## config.mk

```make
export PLATFORM = sky130hd
export DESIGN_NAME = addsub_div_sequencer
export DESIGN_NICKNAME = d
export VERILOG_FILES = /design/src/rtl/addsub_div_sequencer.sv
export SDC_FILE = /design/constraint.sdc
export NUM_CORES = 1
export LEC_CHECK = 0
export BUFFER_PORTS_ARGS = -buffer_cell sky130_fd_sc_hd__buf_2
export CORE_MARGIN = 2
export CORE_UTILIZATION = 45
export CTS_CLUSTER_DIAMETER = 50
export DETAILED_ROUTE_END_ITERATION = 12
export PLACE_DENSITY_LB_ADDON = 0.25
export RECOVER_POWER = 25
export SLEW_MARGIN = 20
export SYNTH_ARGS = -nofsm -noshare
export SYNTH_HDL_FRONTEND = slang
export SYNTH_SLANG_ARGS = --single-unit
```

## constraint.sdc

```tcl
create_clock -name clk -period 5.51 [get_ports clk]
set_input_delay 1.102 -clock clk [delete_from_list [all_inputs] [get_ports clk]]
set_output_delay 1.102 -clock clk [all_outputs]
set_load 0.005 [all_outputs]
```

## src/rtl/addsub_div_sequencer.sv

```systemverilog
// Unsigned restoring divider sequencing a shared adder_substractor.
// One subtract-mode trial per RUN cycle, WIDTH cycles per result.
module addsub_div_sequencer #(
    parameter int WIDTH = 32
) (
    input  logic             clk,
    input  logic             rst,
    input  logic             start,
    input  logic [WIDTH-1:0] dividend,
    input  logic [WIDTH-1:0] divisor,
    output logic [WIDTH-1:0] as_a,
    output logic [WIDTH-1:0] as_b,
    output logic             as_subs,
    input  logic [WIDTH-1:0] as_s,
    input  logic             as_cout,
    output logic             busy,
    output logic             done,
    output logic [WIDTH-1:0] quotient,
    output logic [WIDTH-1:0] remainder,
    output logic             dbz
);

    localparam int CW = $clog2(WIDTH) + 1;

    typedef enum logic [1:0] {
        S_IDLE,
        S_RUN,
        S_DONE
    } state_t;

    state_t           state_q;
    logic [WIDTH-1:0] r_q;
    logic [WIDTH-1:0] q_q;
    logic [WIDTH-1:0] d_q;
    logic [CW-1:0]    cnt_q;
    logic [WIDTH-1:0] quot_q;
    logic [WIDTH-1:0] rem_q;
    logic             busy_q;
    logic             done_q;
    logic             dbz_q;

    logic [WIDTH-1:0] trial;
    logic             msb_out;
    logic             accept;
    logic [WIDTH-1:0] r_d;
    logic [WIDTH-1:0] q_d;
    logic             in_run;
    logic             last_iter;

    // One restoring step: shift in next dividend bit, keep difference if it fits
    always_comb begin
        trial     = {r_q[WIDTH-2:0], q_q[WIDTH-1]};
        msb_out   = r_q[WIDTH-1];
        accept    = msb_out | as_cout;
        r_d       = accept ? as_s : trial;
        q_d       = {q_q[WIDTH-2:0], accept};
        in_run    = (state_q == S_RUN);
        last_iter = (cnt_q == CW'(WIDTH - 1));
    end

    // Shared adder is only driven while iterating; zeros keep it quiet otherwise
    always_comb begin
        as_a    = in_run ? trial : '0;
        as_b    = in_run ? d_q : '0;
        as_subs = in_run;
    end

    // Control FSM with working registers and held results
    always_ff @(posedge clk or posedge rst) begin
        if (rst) begin
            state_q <= S_IDLE;
            r_q     <= '0;
            q_q     <= '0;
            d_q     <= '0;
            cnt_q   <= '0;
            quot_q  <= '0;
            rem_q   <= '0;
            busy_q  <= 1'b0;
            done_q  <= 1'b0;
            dbz_q   <= 1'b0;
        end else begin
            unique case (state_q)
                S_IDLE: begin
                    done_q <= 1'b0;
                    if (start) begin
                        busy_q <= 1'b1;
                        if (divisor == '0) begin
                            quot_q  <= '1;
                            rem_q   <= dividend;
                            dbz_q   <= 1'b1;
                            done_q  <= 1'b1;
                            state_q <= S_DONE;
                        end else begin
                            d_q     <= divisor;
                            q_q     <= dividend;
                            r_q     <= '0;
                            cnt_q   <= '0;
                            dbz_q   <= 1'b0;
                            state_q <= S_RUN;
                        end
                    end
                end
                S_RUN: begin
                    r_q   <= r_d;
                    q_q   <= q_d;
                    cnt_q <= cnt_q + CW'(1);
                    if (last_iter) begin
                        quot_q  <= q_d;
                        rem_q   <= r_d;
                        done_q  <= 1'b1;
                        state_q <= S_DONE;
                    end
                end
                S_DONE: begin
                    busy_q  <= 1'b0;
                    done_q  <= 1'b0;
                    state_q <= S_IDLE;
                end
                default: begin
                    busy_q  <= 1'b0;
                    done_q  <= 1'b0;
                    state_q <= S_IDLE;
                end
            endcase
        end
    end

    // Results and status come straight from registers
    always_comb begin
        busy      = busy_q;
        done      = done_q;
        quotient  = quot_q;
        remainder = rem_q;
        dbz       = dbz_q;
    end

endmodule

```

Yosys cells after proc, flatten, opt, wreduce, memory -nomap -nowiden
Cells that the tools add are included.
- bits in registers: 171
- input bits: 100
- output and inout port bits: 132
- $add $sub $neg: 1
- equality and inequality tests: 6
- multiplexer cells: 30
- bitwise logic cells: 3
- reduce and logical (&&, ||, !) cells: 9
- operator list (cell ; number):
    2-to-1 mux 32 bit ; 13
    one-hot mux 32 bit (2 select lines) ; 4
    zero test 32 bit ; 1
    2-to-1 mux 6 bit ; 2
    one-hot mux 6 bit (2 select lines) ; 1
    adder 6 x 1 -> 6 bit, second input constant ; 1
    equality test 6 x 5 -> 1 bit, second input constant ; 1
    2-to-1 mux 2 bit ; 3
    != test 2 bit, second input constant ; 3
    AND reduction 2 bit ; 3
    AND reduction 3 bit ; 2
    2-to-1 mux 1 bit ; 4
    one-hot mux 1 bit (2 select lines) ; 2
    one-hot mux 2 bit (2 select lines) ; 1
    AND reduction 4 bit ; 1
    equality test 2 x 1 -> 1 bit, second input constant ; 1
    zero test 2 bit ; 1
    != test 2 x 1 -> 1 bit, second input constant ; 1
    inverter 1 bit ; 2
    nonzero test 2 bit ; 1
    OR 1 bit ; 1

Logic depth before layout (Yosys ltp)
Gate-level depths: netlist of run 1.
- word-level depth: 4
- mapped depth: 9
- gate-level depth less buffers: 6

Least setup slack after synthesis of run 1
Ideal clock, no wire load.
- kind: input to register
- start: input port divisor[27]
- end: register d_q[10]
- arrival time: 2.432 ns
- required time: 5.383 ns
- path slack: 2.951 ns
- cell stages on the path: 6
- buffers on the path: 2
- cells stage by stage: nor4_1 -> nand4_1 -> o21bai_1 -> buf_4 -> buf_6 -> mux2_1
- longest elaborated chain between the ends: 3
- ends and longest elaborated chain (what ; line ; source):
    start, declared ; 10 ; input logic [WIDTH-1:0] divisor,
    zero test 32 bit ; 87 ; if (divisor == '0) begin
    inverter 1 bit (no source line) ; - ;
    AND reduction 3 bit (no source line) ; - ;
    end signal, assigned ; 94 ; d_q <= divisor;
    end, declared ; 34 ; logic [WIDTH-1:0] d_q;
Every way passes these cells.
A chain may end at the register's enable or synchronous reset.

Worst setup path in the final report of run 1
- start: register state_q[0]
- end: register quot_q[17] (netlist: quotient[17])
- longest elaborated chain between the ends: 3
- ends and longest elaborated chain (what ; line ; source):
    start, declared ; 31 ; state_t state_q;
    start signal, assigned ; 71 ; state_q <= S_IDLE;
    start signal, assigned ; 92 ; state_q <= S_DONE;
    start signal, assigned ; 99 ; state_q <= S_RUN;
    equality test 2 x 1 -> 1 bit or zero test 2 bit (tied branches) ; 82 ; unique case (state_q)
    != test 2 x 1 -> 1 bit (no source line), or another cell as far along ; - ;
    AND reduction 4 bit (no source line) ; - ;
    end signal, assigned ; 108 ; quot_q <= q_d;
    end, declared ; 36 ; logic [WIDTH-1:0] quot_q;
Parallel ways exist; a longest one is shown, timed or not.

==> run metrics, run 1 <==
RSZ-0062 raised after global routing=no; Clock Skews=0.007562 ns; CP Data Required Time=roughly 5.8 ns; Die H=134.0 µm; initial antenna violation count=0; CP Launch Type=flop; Avg Vias per Cell=5.629; Yosys top cell by area=dfrtp_1; largest net degree at the start of global routing=~140; MaxCap Viol Count=3; failing checks=max-capacitance violations, max-slew violations; # setup viols final=0; Die ar.=between 15,000 and 20,000 µm²; gr ovfl total=0; post-synth cell types=34; post-layout min period=~4.3 ns; synthesis-to-layout area growth=23.62%; routed wire length=roughly 21,000 µm; Syn Nets=roughly 840; wire length per cell=about 18 µm; placer's final routability congestion estimate=around 0.76; io pins=232; via count=~6,600; Peak Freq=233.7 MHz; Slew @ Worst Pin=1.855 ns; CP delay by family, top=buffers and inverters; setup TNS=0 ns; Residual DRC=0; Yosys reg bits=171; Die Wd=134.0 µm; number of global-route vias before repair=6,325; Final Cycle Share=roughly 78%; CTS Buffer Depth=2; 1st-pass router iterations=7; Sinks on Clock Net=171; IO buf count=~230; Rel. slew slack=-23.70%; buffer and inverter count on the worst path=5; status=complete, but fails checks; dominant synthesized flop cell=dfrtp_1; Fin. Hold Viols=0; first-pass GRT wire length=roughly 34,000 µm; placed wire-length estimate=between 10,000 and 15,000 µm; layout cells sized above 1=around 29%; Mapped Cells=roughly 740; crit end category=flop; DR iter-0 viols=377; Root Driver=clkbuf_16; Seq/Total Area, Yosys=56.25%; Critical Path Max Stage Delay=roughly 1.3 ns; Core ar.=around 17,000 µm²; CTS tree=built; hold buffer count at CTS=0; Power, Total=around 3800 µW; cell with the most instances after synthesis=dfrtp_1; Crit Path Category=reg -> reg; FP Rows=47; power per cell area=399.6 nW/µm²; worst-skew pair later-pin latency=between 0.4 and 0.5 ns; YS warnings=0; Syn Area/Cell=10.35 µm²; critical path fanouts, max=43; crit path cell chain=clkbuf_1 > inv_2 > nand3_1 > nor3_4 > buf_4 > a21oi_4 > buf_4 > inv_2 > o22a_1; share of Yosys cell area claimed by the top area cell type=a little under three fifths; Post-CTS Resized=0; Post-synth top cells=dfrtp_1, a21oi_1, nand2_1; Clock transition at path regs=approximately 0.060 ns; FFs w/ async S/R, synth=100.0%; VDD IR max=0.0002084 V; hold crit path type=reg -> reg; n_diodes=0; synth top area cells=dfrtp_1, a21oi_1, and3_1, o22ai_1, o22a_1; number of flops mapped to enable cells by yosys=0; total setup buffers inserted after CTS=0; Final Max Tran Viols=approximately 220; Total GRT Usage=around a quarter; WP data arrival=approximately 4.6 ns; mapped cell area=7607 µm²; Routed Antenna Nets=0; H-tree levels=4; Initial Util=a little under half; critical path's slowest cell=clkbuf_1; Filler cells=1,514; LEAKAGE=around 0.0047 µW; CTS Buf Count=17; Final #Nets=about 1,000
worst register-to-register path: stages, from the launching register on:
cell and delay [ns]:
dfrtp_2 0.67, clkbuf_1 1.30, inv_2 0.28, nand3_1 0.29, nor3_4 0.06, buf_4 0.29
a21oi_4 0.16, buf_4 0.40, inv_2 0.41, o22a_1 0.30
state kept, by name (all words and copies together), names as in the netlist:
| signal | count |
|---|---|
| state_q | 2 |
| dbz | 1 |
| done | 1 |
| q_q | 32 |
| d_q | 32 |
| cnt_q | 6 |
| quotient | 32 |
| busy | 1 |
| r_q | 32 |
| remainder | 32 |
layout by cell type (no fill, tap or decap), types with 3 or more instances in the layout:
cell,netlist,layout
o22ai_1,63,63
mux2_2,15,15
buf_2,16,202
clkbuf_1,35,31
o21ai_0,33,33
and3_1,63,63
a21oi_1,101,101
o22a_1,31,31
clkinv_2,0,4
buf_4,9,9
inv_1,33,32
a21o_1,34,33
nand2_1,67,66
clkbuf_16,0,17
nor4_1,8,8
nor2_1,9,8
clkinvlp_4,0,4
nand3_1,3,3
inv_2,3,3
bufinv_16,0,3
dfrtp_1,171,170
o2bb2ai_1,4,4
mux2_1,17,17
area by class of cell:
| type | instances | area, µm² | share of cell area [%] |
|---|---|---|---|
| Clock inverter | 14 | 168.9 | 1.796 |
| Timing Repair Buffer | 242 | 1199 | 12.75 |
| Sequential cell | 171 | 4280 | 45.52 |
| Multi-Input combinational cell | 465 | 2915 | 31.00 |
| Clock buffer | 18 | 429.2 | 4.564 |
| Inverter | 36 | 136.4 | 1.450 |
| Tap cell | 220 | 275.3 | 2.927 |
where the power goes:
group	internal [µW]	switching [µW]	leakage (µW)	total, µW
registers	1510	177	0.00197	1680
logic	423	435	0.00240	858
clock network	715	501	0.000284	1220
total	2640	1110	0.00465	3760
per-stage QoR:
stage	setup slack, ns	cell area, µm²	std cells	util (%)	hold slack (ns)
final	1.232	9404	1166	56.71	0.4805
after global routing	0.9046	9404	1166	56.71	0.4953
after CTS	1.861	9459	1166	57.04	0.4863
after detailed placement	1.613	8861	1134	53.43	0.4692
after global placement	1.639	8861	1134	53.43	0.4578
after floorplan	2.225	7611	735	-	0.4557
path summary, 6_finish.rpt:
check	startpoint	to	slack (ns)	cells after the start
worst min register to register	d_q[6]	d_q[6]	0.48	1
min in group asynchronous	rst	r_q[21]	1.07	2
worst min-delay path	d_q[6]	d_q[6]	0.48	1
worst max-delay path	state_q[0]	quotient[17]	1.23	9
worst max register to register	state_q[0]	quotient[17]	1.23	9
max in group asynchronous	rst	state_q[0]	1.79	3
cell families after synthesis:
family	after synthesis	share of synthesized area, %
flops	171	56.25
compound gates	273	22.15
buf+inv	99	5.888
mux	34	5.000
fa+ha+maj	1	0.1644
simple gates	157	10.54
layer usage:
layer,wire [µm],global-route usage [%],part of all wire [%]
met4,212,6.959,0.99
met2,10190,38.49,48
met3,1572,5.631,7.3
met5,0,0,0
met1,9420,32.26,44
Note: power is estimated with default switching activity, not from simulation.
==> run 2: changes to the inputs <==
- clock period: 5.51 -> 3.9 ns (I/O delays scaled with it)
==> run metrics, run 2 (same netlist as run 1, synthesis figures left out) <==
status=complete, but fails checks (unchanged); failing checks=max-capacitance violations, max-slew violations (unchanged); H-tree levels=4 (unchanged); hold buffer count at CTS=0 (unchanged); Rel. slew slack=-58.28% (was -23.70%); CP Launch Type=flop (unchanged); clock share of power=32.7% (was 32.4%); hold crit path type=reg -> reg (unchanged); WP data arrival=3.72 ns (was 4.58 ns); Peak Freq=292.6 MHz (was 233.7 MHz); Initial Util=45.87% (unchanged); layout cells sized above 1=31.71% (was 28.75%); CTS Buffer Depth=2 (unchanged); Clock Skews=0.008435 ns (was 0.007562 ns); post-layout min period=3.417 ns (was 4.278 ns); crit path launch=state_q[0] (unchanged); placed insts=1,134 (unchanged); Crit Path Category=reg -> reg (unchanged); Final Max Tran Viols=172 (was 218); placed wire-length estimate=13,650 µm (was 13,610 µm); commonest non-fill, non-tap cell in the layout=buf_2 (unchanged); DR iter-0 viols=437 (was 377); crit path cell chain=inv_2 > nand3_1 > nor3_4 > a21oi_4 > inv_2 > o22a_1 (was clkbuf_1 > inv_2 > nand3_1 > nor3_4 > buf_4 > a21oi_4 > buf_4 > inv_2 > o22a_1); critical path's slowest cell=dfrtp_1 (was clkbuf_1); Net Sw Power=1584 µW (was 1112 µW); Root Driver=clkbuf_16 (unchanged); total setup buffers inserted after CTS=0 (unchanged); FP Rows=47 (unchanged); most used cell, CP=inv_2; most frequent cells in the layout=buf_2, dfrtp_1, a21oi_1 (unchanged); 1st-pass router iterations=5 (was 7); Sinks on Clock Net=171 (unchanged); CP Data Required Time=4.20 ns (was 5.81 ns); worst-skew pair later-pin latency=0.42 ns (about the same); worst r2r src=state_q[0] (unchanged); Total GRT Usage=24.04% (was 23.81%); Residual DRC=0 (unchanged); P_int=3770 µW (was 2645 µW); largest net degree at the start of global routing=172 (was 136); Clock transition at path regs=0.06 ns (about the same); LEAKAGE=0.004748 µW (was 0.004653 µW); Die ar.=17,960 µm² (unchanged); final cell count without fillers=1,166 (unchanged); Post-CTS Resized=0 (unchanged); io pins=232 (unchanged); MaxCap Viol Count=1 (was 3); first-pass GRT wire length=33,920 µm (was 33,730 µm); critical path fanouts, max=33 (was 43); # setup viols final=0 (unchanged); CTS Buf Count=17 (unchanged); Die Wd=134.0 µm (unchanged); gr ovfl total=0 (unchanged); crit end category=flop (unchanged); Fin. Hold Viols=0 (unchanged); initial antenna violation count=0 (unchanged); n_diodes=0 (unchanged); wire length per cell=18.18 µm (was 18.35 µm); VDD IR max=0.0003062 V (was 0.0002084 V); Routed Antenna Nets=0 (unchanged); Filler cells=1,513 (was 1,514); Die H=134.0 µm (unchanged); placer's final routability congestion estimate=0.7845 (was 0.7606); CTS tree=built (unchanged); IO buf count=231 (unchanged); Final #Nets=1,034 (unchanged); routed wire length=21,200 µm (was 21,400 µm); setup TNS=0 ns (unchanged); sequential share of power=44.4% (was 44.8%); Slew @ Worst Pin=2.374 ns (was 1.855 ns); Critical Path Max Stage Delay=1.02 ns (was 1.30 ns); min-delay src=dbz (was d_q[6]); power per cell area=564.9 nW/µm² (was 399.6 nW/µm²); via count=6,476 (was 6,563); Final Cycle Share=87.62% (was 77.65%); Avg Vias per Cell=5.554 (was 5.629); switching share of total power=29.58% (was 29.61%); number of global-route vias before repair=6,371 (was 6,325); RSZ-0062 raised after global routing=no (unchanged); Logic pwr share=22.9% (was 22.8%); synthesis-to-layout area growth=24.59% (was 23.62%); Core ar.=16,580 µm² (unchanged)
## run 2: cell count changes in the layout (fill, tap and decap cells not counted), moves of 2 or more
cell	change
clkbuf_1	-29
buf_2	+28
inv_6	+3
buf_12	+2
## run 2: cell type report
cell class,count,area (µm²),area share (%)
clock inverters,13,163.9,1.729
multi-input cells,465,2915,30.76
well taps,220,275.3,2.904
clock buffers,19,442.9,4.673
flip-flops and latches,171,4279,45.15
inverters,36,138.9,1.465
repair buffers,242,1262,13.32
## run 2: path summary, 6_finish.rpt
kind	endpoint	depth (start not counted)	slack (ns)
setup / recovery	quotient[10]	6	0.48
max in group asynchronous	d_q[7]	3	1.21
min in group asynchronous	quotient[23]	3	1.19
setup reg to reg	quotient[10]	6	0.48
hold reg to reg	dbz	1	0.48
hold / removal	dbz	1	0.48
## run 2: critical path: cells and delay by family (launching register included)
family                 cells  cell delay (ns)
buffers and inverters      2             0.79
AO/OA/AOI/OAI              2             1.15
AND/OR/NAND/NOR            2             0.29
flip-flops                 1             1.02
## run 2: power groups by stage
stage / Sequential, µW / Clock [µW] / Combinational [µW]
floorplan: 2340 / 0 / 778
global placement: 2400 / 0 / 1220
detailed placement: 2400 / 0 / 1230
CTS: 2370 / 1790 / 1240
global route: 2420 / 1870 / 1370
finish: 2380 / 1750 / 1230
## run 2: routing by layer
metal	wire length [µm]	part of all wire (%)	GRT usage (%)	vias up
met5	0	0	0	-
met3	1581	7.5	5.556	19
met4	251	1.2	6.784	0
li1	-	-	-	3044
met2	10180	48	39.34	261
met1	9187	43	32.35	3152
## run 2: per-stage QoR
stage | setup slack, ns | total power, µW | hold slack [ns] | cell area [µm²] | utilization (%)
4_1_cts | 0.6561 | 5400 | 0.4810 | 9493 | 57.24
6_report | 0.4827 | 5354 | 0.4755 | 9478 | 57.15
3_5_place_dp | 0.6765 | 3636 | 0.4641 | 8886 | 53.58
3_3_place_gp | 0.7141 | 3615 | 0.4649 | 8886 | 53.58
5_1_grt | 0.2585 | 5667 | 0.4923 | 9478 | 57.15
2_1_floorplan | 0.9373 | 3120 | 0.4557 | 7611 | -
